## config.mk

```make
export PLATFORM = sky130hd
export DESIGN_NAME = stage3_seq_num_bank
export DESIGN_NICKNAME = d
export VERILOG_FILES = /design/src/rtl/stage3_seq_num_bank.sv
export SDC_FILE = /design/constraint.sdc
export NUM_CORES = 1
export LEC_CHECK = 0
export CORE_MARGIN = 10
export CORE_UTILIZATION = 40
export DETAILED_ROUTE_END_ITERATION = 10
export HOLD_SLACK_MARGIN = 0.03
export PLACE_DENSITY = 0.57
export SLEW_MARGIN = 20
export SYNTH_ARGS = -nofsm -noshare
export SYNTH_HDL_FRONTEND = slang
export SYNTH_SLANG_ARGS = --single-unit
export TNS_END_PERCENT = 30
```

## constraint.sdc

```tcl
create_clock -name clk -period 6.6 [get_ports clk]
set_input_delay 1.98 -clock clk [delete_from_list [all_inputs] [get_ports clk]]
set_output_delay 1.98 -clock clk [all_outputs]
set_load 0.05 [all_outputs]
```

## src/rtl/stage3_seq_num_bank.sv

```systemverilog
// ---------------------------------------------------------------------------
// stage3_seq_num_bank
//
// Bank of CHANNELS independent sequence-number counters behind a
// valid/ready request port and a single registered response port.
// Each accepted request either loads a channel's counter or takes its
// current value and post-increments it. The response appears one cycle
// after acceptance and is held while downstream stalls.
//
// Optional feature (macro STAGE3_SEQ_GAP_CHECK_EN):
//   Receive-side gap checking. On an increment request req_value carries
//   the received sequence number. A mismatch against the counter flags
//   rsp_gap, bumps a saturating 16-bit gap_count and resyncs the counter
//   to req_value + 1.
//
// Ports:
//   clk        in   clock, all logic on posedge
//   rst_n      in   synchronous active-low reset
//   req_valid  in   request present
//   req_ready  out  request accepted when high with req_valid
//   req_chan   in   [CH_BITS]  target channel
//   req_load   in   1 = load counter, 0 = take-and-increment
//   req_value  in   [SEQ_BITS] load value / received seq (gap check)
//   rsp_valid  out  response present
//   rsp_ready  in   downstream accepts response
//   rsp_chan   out  [CH_BITS]  channel of response
//   rsp_seq    out  [SEQ_BITS] sequence number issued
//   rsp_wrap   out  counter wrapped on this transaction
//   rsp_err    out  request targeted channel >= CHANNELS
//   rsp_gap    out  (gap check only) received seq mismatched counter
//   gap_count  out  (gap check only) [16] saturating gap counter
// ---------------------------------------------------------------------------
module stage3_seq_num_bank #(
   parameter int                  CHANNELS   = 4,
   parameter int                  SEQ_BITS   = 32,
   parameter logic [SEQ_BITS-1:0] INIT_VALUE = SEQ_BITS'(1),
   localparam int                 CH_BITS    = (CHANNELS > 2) ? $clog2(CHANNELS) : 1
) (
   input  logic                clk,
   input  logic                rst_n,
   input  logic                req_valid,
   output logic                req_ready,
   input  logic [CH_BITS-1:0]  req_chan,
   input  logic                req_load,
   input  logic [SEQ_BITS-1:0] req_value,
   output logic                rsp_valid,
   input  logic                rsp_ready,
   output logic [CH_BITS-1:0]  rsp_chan,
   output logic [SEQ_BITS-1:0] rsp_seq,
   output logic                rsp_wrap,
`ifdef STAGE3_SEQ_GAP_CHECK_EN
   output logic                rsp_err,
   output logic                rsp_gap,
   output logic [15:0]         gap_count
`else
   output logic                rsp_err
`endif
);

   localparam logic [SEQ_BITS-1:0] SEQ_ONE = SEQ_BITS'(1);

`ifdef STAGE3_SEQ_GAP_CHECK_EN
   function automatic logic [15:0] sat_inc16(input logic [15:0] v);
      return (v == 16'hFFFF) ? v : v + 16'd1;
   endfunction
`endif

   logic [SEQ_BITS-1:0] cnt_mem [CHANNELS];

   logic                accept_p0;
   logic                chan_ok_p0;
   logic                upd_p0;
   logic                wrap_p0;
   logic [SEQ_BITS-1:0] cur_p0;
   logic [SEQ_BITS-1:0] nxt_p0;
   logic [SEQ_BITS-1:0] seq_p0;

   logic                vld_p1;
   logic [CH_BITS-1:0]  chan_p1;
   logic [SEQ_BITS-1:0] seq_p1;
   logic                wrap_p1;
   logic                err_p1;

`ifdef STAGE3_SEQ_GAP_CHECK_EN
   logic                gap_p0;
   logic                gap_p1;
   logic [15:0]         gap_cnt_p1;
`endif

   // ---- stage p0: request decode and counter next-value ----
   // The output register refills in the same cycle it drains, so a
   // continuously-ready consumer sees one response per cycle.
   assign req_ready = !vld_p1 || rsp_ready;
   assign accept_p0 = req_valid && req_ready;

   always_comb begin
      chan_ok_p0 = int'(req_chan) < CHANNELS;
      cur_p0     = '0;
      nxt_p0     = '0;
      seq_p0     = '0;
      wrap_p0    = 1'b0;
      upd_p0     = 1'b0;
`ifdef STAGE3_SEQ_GAP_CHECK_EN
      gap_p0     = 1'b0;
`endif
      // Out-of-range channels never touch the array; they only return
      // an error response with a zero sequence number.
      if (chan_ok_p0) begin
         cur_p0 = cnt_mem[req_chan];
         upd_p0 = 1'b1;
         if (req_load) begin
            nxt_p0 = req_value;
            seq_p0 = req_value;
         end
`ifdef STAGE3_SEQ_GAP_CHECK_EN
         else if (req_value != cur_p0) begin
            // Resync to the received number so the next in-order packet
            // matches again.
            gap_p0 = 1'b1;
            seq_p0 = req_value;
            nxt_p0 = req_value + SEQ_ONE;
         end
`endif
         else begin
            seq_p0  = cur_p0;
            nxt_p0  = cur_p0 + SEQ_ONE;
            wrap_p0 = &cur_p0;
         end
      end
   end

   // Counter array: written in the accept cycle, so a back-to-back request
   // to the same channel reads the updated value on the next cycle.
   always_ff @(posedge clk) begin
      if (!rst_n) begin
         for (int i = 0; i < CHANNELS; i++) begin
            cnt_mem[i] <= INIT_VALUE;
         end
      end else if (accept_p0 && upd_p0) begin
         cnt_mem[req_chan] <= nxt_p0;
      end
   end

   // ---- stage p1: registered response ----
   always_ff @(posedge clk) begin
      if (!rst_n) begin
         vld_p1  <= 1'b0;
         chan_p1 <= '0;
         seq_p1  <= '0;
         wrap_p1 <= 1'b0;
         err_p1  <= 1'b0;
      end else if (accept_p0) begin
         vld_p1  <= 1'b1;
         chan_p1 <= req_chan;
         seq_p1  <= seq_p0;
         wrap_p1 <= wrap_p0;
         err_p1  <= !chan_ok_p0;
      end else if (rsp_ready) begin
         vld_p1  <= 1'b0;
      end
   end

`ifdef STAGE3_SEQ_GAP_CHECK_EN
   always_ff @(posedge clk) begin
      if (!rst_n) begin
         gap_p1     <= 1'b0;
         gap_cnt_p1 <= 16'd0;
      end else if (accept_p0) begin
         gap_p1 <= gap_p0;
         if (gap_p0) begin
            gap_cnt_p1 <= sat_inc16(gap_cnt_p1);
         end
      end
   end

   assign rsp_gap   = gap_p1;
   assign gap_count = gap_cnt_p1;
`endif

   assign rsp_valid = vld_p1;
   assign rsp_chan  = chan_p1;
   assign rsp_seq   = seq_p1;
   assign rsp_wrap  = wrap_p1;
   assign rsp_err   = err_p1;

endmodule

```

==> results.ini <==
[detailed_routing]
via_per_inst=5.81
vias=6150
first_pass_iters=5
initialDrtViolationCount=434
detail_route.wirelength_um=23700
drc=0
ant_nets=0
wl_per_cell_um=22.4

[sta]
fin_crit_sh_pct=85.7
max_freq_mhz=177
setup_viol=0
slew_violations=0
finClkSkew_ns=0.00985
fin_ws_ns=0.945
min_period_ns=5.65
worst_pin_slew_ns=1.07
fin_tns_setup_ns=0
rsz0062_at_grt=no
max-slew-margin-rel_pct=28.5
hold_violations=0

[floorplan]
die_y_um=161
io_pins=77
start_util_pct=40.9
dieArea_um2=26000
row_count=51
die_w_um=161
core-area_um2=19500

[place]
preCtsSetupSlack_ns=0.947
numPortBuffers=75
dp_hpwl_um=15500
place_congestion=0.846

[finish]
multi_input_area_um2=3150
nFillCells=1770
fin_nets=821
regArea_um2=4560
area_growth_pct=21.7
antennaDiodeCount=0
drive_above_1_share_pct=13.9

[clock_network]
hold_buffers=0
clockRootBuffer=clkbuf_16
clk_pin_slew_worst_paths_ns=0.06
clkSinkCount=164
numCtsBuffers=17
post_cts_buffers=0
clkLatencyLatePin_ns=0.43
cts_tree=done
cts_repair_resize_count=0
max-clock-path-buffers=2
htree_levels=4

[power]
power_density_nw_per_um2=273
p_leak_nw=3.47
vdd_drop_max_mv=0.186

[worst_setup_path]
timing.rr.end=cnt_mem[2][27]$_SDFFCE_PN0P_
required_ns=4.62
r2r_setup_slack_ns=3.91
critPathArrivalTime_ns=3.67
path_max_fanout=4
r2r_start=cnt_mem[0][2]$_SDFFCE_PN0P_
crit_type=in2out
cp-start-kind=input pin
crit_path_end_kind=primary output
r2r_cells=6

[grt]
grt_usage_pct=18.3
gr-total-overflow=0
antenna_found_initial=0
grt_pass1_vias=6318
grt_max_degree=63
grt_first_pass_wirelength_um=36900

[worst_hold_path]
hold_path_depth=2
min_to=rsp_chan[0]$_SDFFE_PN0P_
worstHoldStart=rsp_chan[0]$_SDFFE_PN0P_
min_path_type=reg2reg

[logic_synthesis]
netlist_area_um2=7990
synth.avg_cell_area_um2=11.3
synth_nets=749
ys_ff_latch=164
synth_cell_types=59
synthCells=709
postSynth.asyncResetShare_pct=0
yosys_warnings=0
synth_ff_type=edfxtp_1
synth_edf_count=128
yosysSeqAreaShare_pct=57.2

[outcome]
outcome=finished clean

[flow_run]
cap_violations=0

[worst max-delay path: stages]
cell and delay (ns):
clkdlybuf4s50_1 0.40, nor2b_1 0.39, inv_1 0.17, clkdlybuf4s50_1 0.74
[cell type report]
cell class | instances | share of cell area [%]
Sequential cell | 164 | 46.9
Tap cell | 265 | 3.41
Timing Repair Buffer | 98 | 9.78
Multi-Input combinational cell | 477 | 32.4
Clock buffer | 24 | 5.06
Inverter | 23 | 0.888
Clock inverter | 8 | 1.51
[where the power goes]
group	switching, mW	internal, mW
Sequential	0.0189	1.17
Combinational	0.252	0.132
Clock	0.403	0.675
[worst max-delay path by stage]
| stage | endpoint | cells past startpoint | from |
|---|---|---|---|
| 2_1_floorplan | cnt_mem[3][0]$_DFFE_PP_ | 6 | req_chan[1] |
| 3_3_place_gp | req_ready | 4 | rsp_ready |
| 3_5_place_dp | req_ready | 4 | rsp_ready |
| 4_1_cts | req_ready | 4 | rsp_ready |
| 5_1_grt | req_ready | 4 | rsp_ready |
| 6_report | req_ready | 4 | rsp_ready |
[cells in the final DEF, fill, tap and decap left out, types with 4 or more instances in the layout]
master	synthesis	final
xnor2_1	7	7
bufinv_16	0	4
nand2b_1	4	4
a31oi_1	8	8
a311oi_1	24	24
o21ai_0	24	23
dfxtp_1	36	36
mux4_2	31	31
clkdlybuf4s50_1	0	73
xor2_1	4	4
nand4_1	11	11
clkbuf_8	0	4
edfxtp_1	128	128
a21oi_1	14	14
buf_4	3	20
clkbuf_16	0	17
a31o_2	4	4
and3_1	7	7
a211oi_1	6	6
nor3_1	55	54
inv_1	22	22
nand3_1	11	11
nor2_1	117	116
nand2_1	91	91
[registers in the layout (all words and copies together) (netlist names)]
register and count:
cnt_mem 128, rsp_chan 2, rsp_seq 32, rsp_valid 1
rsp_wrap 1
[cells by family (layout without fill, tap and decap cells)]
family / after synthesis / in the layout / share of synthesized area (%)
AND/OR/NAND/NOR: 328 / 328 / 19.3
flip-flops: 164 / 164 / 57.2
AO/OA/AOI/OAI: 99 / 99 / 8.63
buffers and inverters: 68 / 153 / 3.76
multiplexers: 37 / 37 / 9.73
XOR/XNOR: 11 / 11 / 1.21
adder cells (fa/ha/maj): 1 / 1 / 0.157
other: 1 / 1 / 0.0470
[per-layer routing]
| layer | up-vias | routed length [um] | track usage (%) |
|---|---|---|---|
| met5 | - | 0 | 0 |
| met1 | 3052 | 10300 | 24.1 |
| met4 | 0 | 423 | 5.58 |
| li1 | 2795 | - | - |
| met2 | 271 | 11100 | 29.2 |
| met3 | 32 | 1900 | 4.55 |
[cell usage after synthesis (11+ instances only)]
master | count | area share [%]
a311oi_1 | 24 | 2.6
nor2_1 | 117 | 5.5
clkbuf_1 | 32 | 1.5
a21oi_1 | 14 | 0.88
nand3_1 | 11 | 0.69
edfxtp_1 | 128 | 48
dfxtp_1 | 36 | 9.0
mux4_2 | 31 | 8.7
nand2_1 | 91 | 4.3
nand4_1 | 11 | 0.86
inv_1 | 22 | 1.0
o21ai_0 | 24 | 1.5
nor3_1 | 55 | 3.4
[stage by stage]
step / cell area, um2 / power (mW) / std cells / utilization, % / hold WS, ns
2_1_floorplan: 7990 / 1.46 / 709 / - / 0.673
3_3_place_gp: 9080 / 1.59 / 1027 / 46.5 / 0.450
3_5_place_dp: 9080 / 1.60 / 1027 / 46.5 / 0.458
4_1_cts: 9720 / 2.67 / 1059 / 49.8 / 0.467
5_1_grt: 9720 / 2.74 / 1059 / 49.8 / 0.497
6_report: 9720 / 2.65 / 1059 / 49.8 / 0.463
No activity file was read; power rests on OpenSTA's default activity.
==> variant: new RTL, same settings <==
Add a define of `STAGE3_SEQ_GAP_CHECK_EN`.
--- a/src/rtl/stage3_seq_num_bank.sv
+++ b/src/rtl/stage3_seq_num_bank.sv
@@ -32,2 +32,4 @@
 // ---------------------------------------------------------------------------
+`define STAGE3_SEQ_GAP_CHECK_EN
+
 module stage3_seq_num_bank #(
Behaviour (old outputs only; new: gap_count and rsp_gap): not the same (a bounded check fails within 4 cycles, from zero or initial values and one cycle with rst_n low).
==> variant against the original RTL <==
- die area up 9.4%
- hold slack worse by 9.2 ps
- wire length increased by 10%
- total power decreased by 0.14%
- area after synthesis increased by 11%
- fmax grew 5.2%
- critical endpoint unchanged
- sequential share of layout area decreased by 0.55 points
- final area increased by 8.7%
- worst setup slack better by 280 ps
- sequential cell count up 17
==> variant: results (changes against the original RTL) <==
worst vdd ir - 0.149 mV (-20%)
Final Setup Violations - 0 (unchanged)
switching part of the total power - 0.275 (+0.0210)
layout cell share with drive strength beyond 1 - 0.0994 (-0.0391)
clock transition at the registers of the reported paths - 70 ps
PortBufs - 92 (+23%)
vias - 6584 (+7.1%)
overall routed net length - 26.1 mm (+10%)
CTS resizes - 0 (unchanged)
Antenna Cells - 0 (unchanged)
Clock Power Share - 0.388 (-0.018)
number of flip-flops under the largest register name - 128 (unchanged)
DRT iter0 DRCs - 656 (+51%)
Seq/Total Area, Yosys - 0.555 (-0.0168)
initial antenna violation count - 0 (unchanged)
synthesized net count - 864 (+15%)
worst slack, placed - 1230 ps (+279 ps)
H-tree levels - 4 (unchanged)
Post-CTS Setup Bufs - 0 (unchanged)
Distinct cells, synth - 46 (-22%)
first-pass GRT wire length - 40.1 mm (+8.6%)
gpl congestion - 0.852 (+0.65%)
HP Class - register to register
Synth top cells by count - 128 x edfxtp_1, 127 x nor2_1, 104 x nand2_1
top post-synthesis cells by area - edfxtp_1 43%, dfxtp_1 12%, mux4_2 8.2%
EDFF count, synth - 128 (unchanged)
CTS buffer count - 17 (unchanged)
Worst-Skew Late Latency - 440 ps
status - complete, no violations
largest net degree at the start of global routing - 67 (+6.3%)
Fill cells - 2018 (+14%)
Total Routing Usage GR - 0.182 (-0.00160)
cell leakage power - 3.76 nW (+8.4%)
drt first pass iters - 5 (unchanged)
Final Skew - 10.8 ps (+0.971 ps)
Post-synth ARST share - 0 (unchanged)
Yosys Warn Count - 0 (unchanged)
CP required - 4620 ps (about the same)
CTS root buffer - clkbuf_16
Clock Tree Buf Depth - 2 (unchanged)
post-DP HPWL - 18.0 mm (+16%)
Slew Limit Headroom - 0.353 (+0.0679)
CP max FO - 4 (unchanged)
Largest Register - cnt_mem
# DRC - 0 (unchanged)
Layout Nets - 933 (+14%)
==> variant: final timing paths <==
check,start,end,slack [ps],cells after the start
worst max-delay path,rsp_ready,req_ready,1230,3
worst min-delay path,rsp_seq[4],rsp_seq[4],450,2
worst min register to register,rsp_seq[4],rsp_seq[4],450,2
worst max register to register,rsp_valid,cnt_mem[2][8],3770,8
==> variant: critical path, stage by stage <==
cell and delay (ps):
clkdlybuf4s50_1 450, nand2b_1 150, clkdlybuf4s50_1 820
==> variant: cell families after synthesis <==
| family | count (synthesis) | synth area share |
|---|---|---|
| flip-flops | 181 | 0.555 |
| XOR/XNOR | 62 | 0.0614 |
| AO/OA/AOI/OAI | 65 | 0.0410 |
| adder cells (fa/ha/maj) | 2 | 0.00283 |
| other | 1 | 0.000424 |
| multiplexers | 46 | 0.0977 |
| AND/OR/NAND/NOR | 388 | 0.206 |
| buffers and inverters | 78 | 0.0358 |
==> variant: area by class of cell <==
class,instances,area [µm²],area share
multi-input cells,564,3630,0.344
inverters,23,86.3,0.00817
clock inverters,15,161,0.0153
well taps,280,350,0.0331
flip-flops and latches,181,4900,0.464
repair buffers,105,1010,0.0956
clock buffers,17,425,0.0402
==> variant: layer usage <==
metal / vias up / track usage / share of wire
met3: 22 / 0.0412 / 0.074
met5: - / 0 / 0
met2: 239 / 0.284 / 0.46
met1: 3260 / 0.250 / 0.45
li1: 3063 / - / -
met4: 0 / 0.0428 / 0.015
==> variant: power groups by stage <==
stage	Combinational (mW)	Sequential (mW)	Clock, mW
global placement	0.329	1.32	0
CTS	0.330	1.29	1.04
detailed placement	0.329	1.32	0
floorplan	0.159	1.36	0
global route	0.351	1.30	1.08
finish	0.329	1.29	1.03
==> variant: per-stage QoR <==
step | area, µm² | instances | hold slack (ps)
after detailed placement | 9980 | 1153 | 445
after CTS | 10600 | 1185 | 456
after global routing | 10600 | 1185 | 470
after floorplan | 8840 | 823 | 675
final | 10600 | 1185 | 454
after global placement | 9980 | 1153 | 441
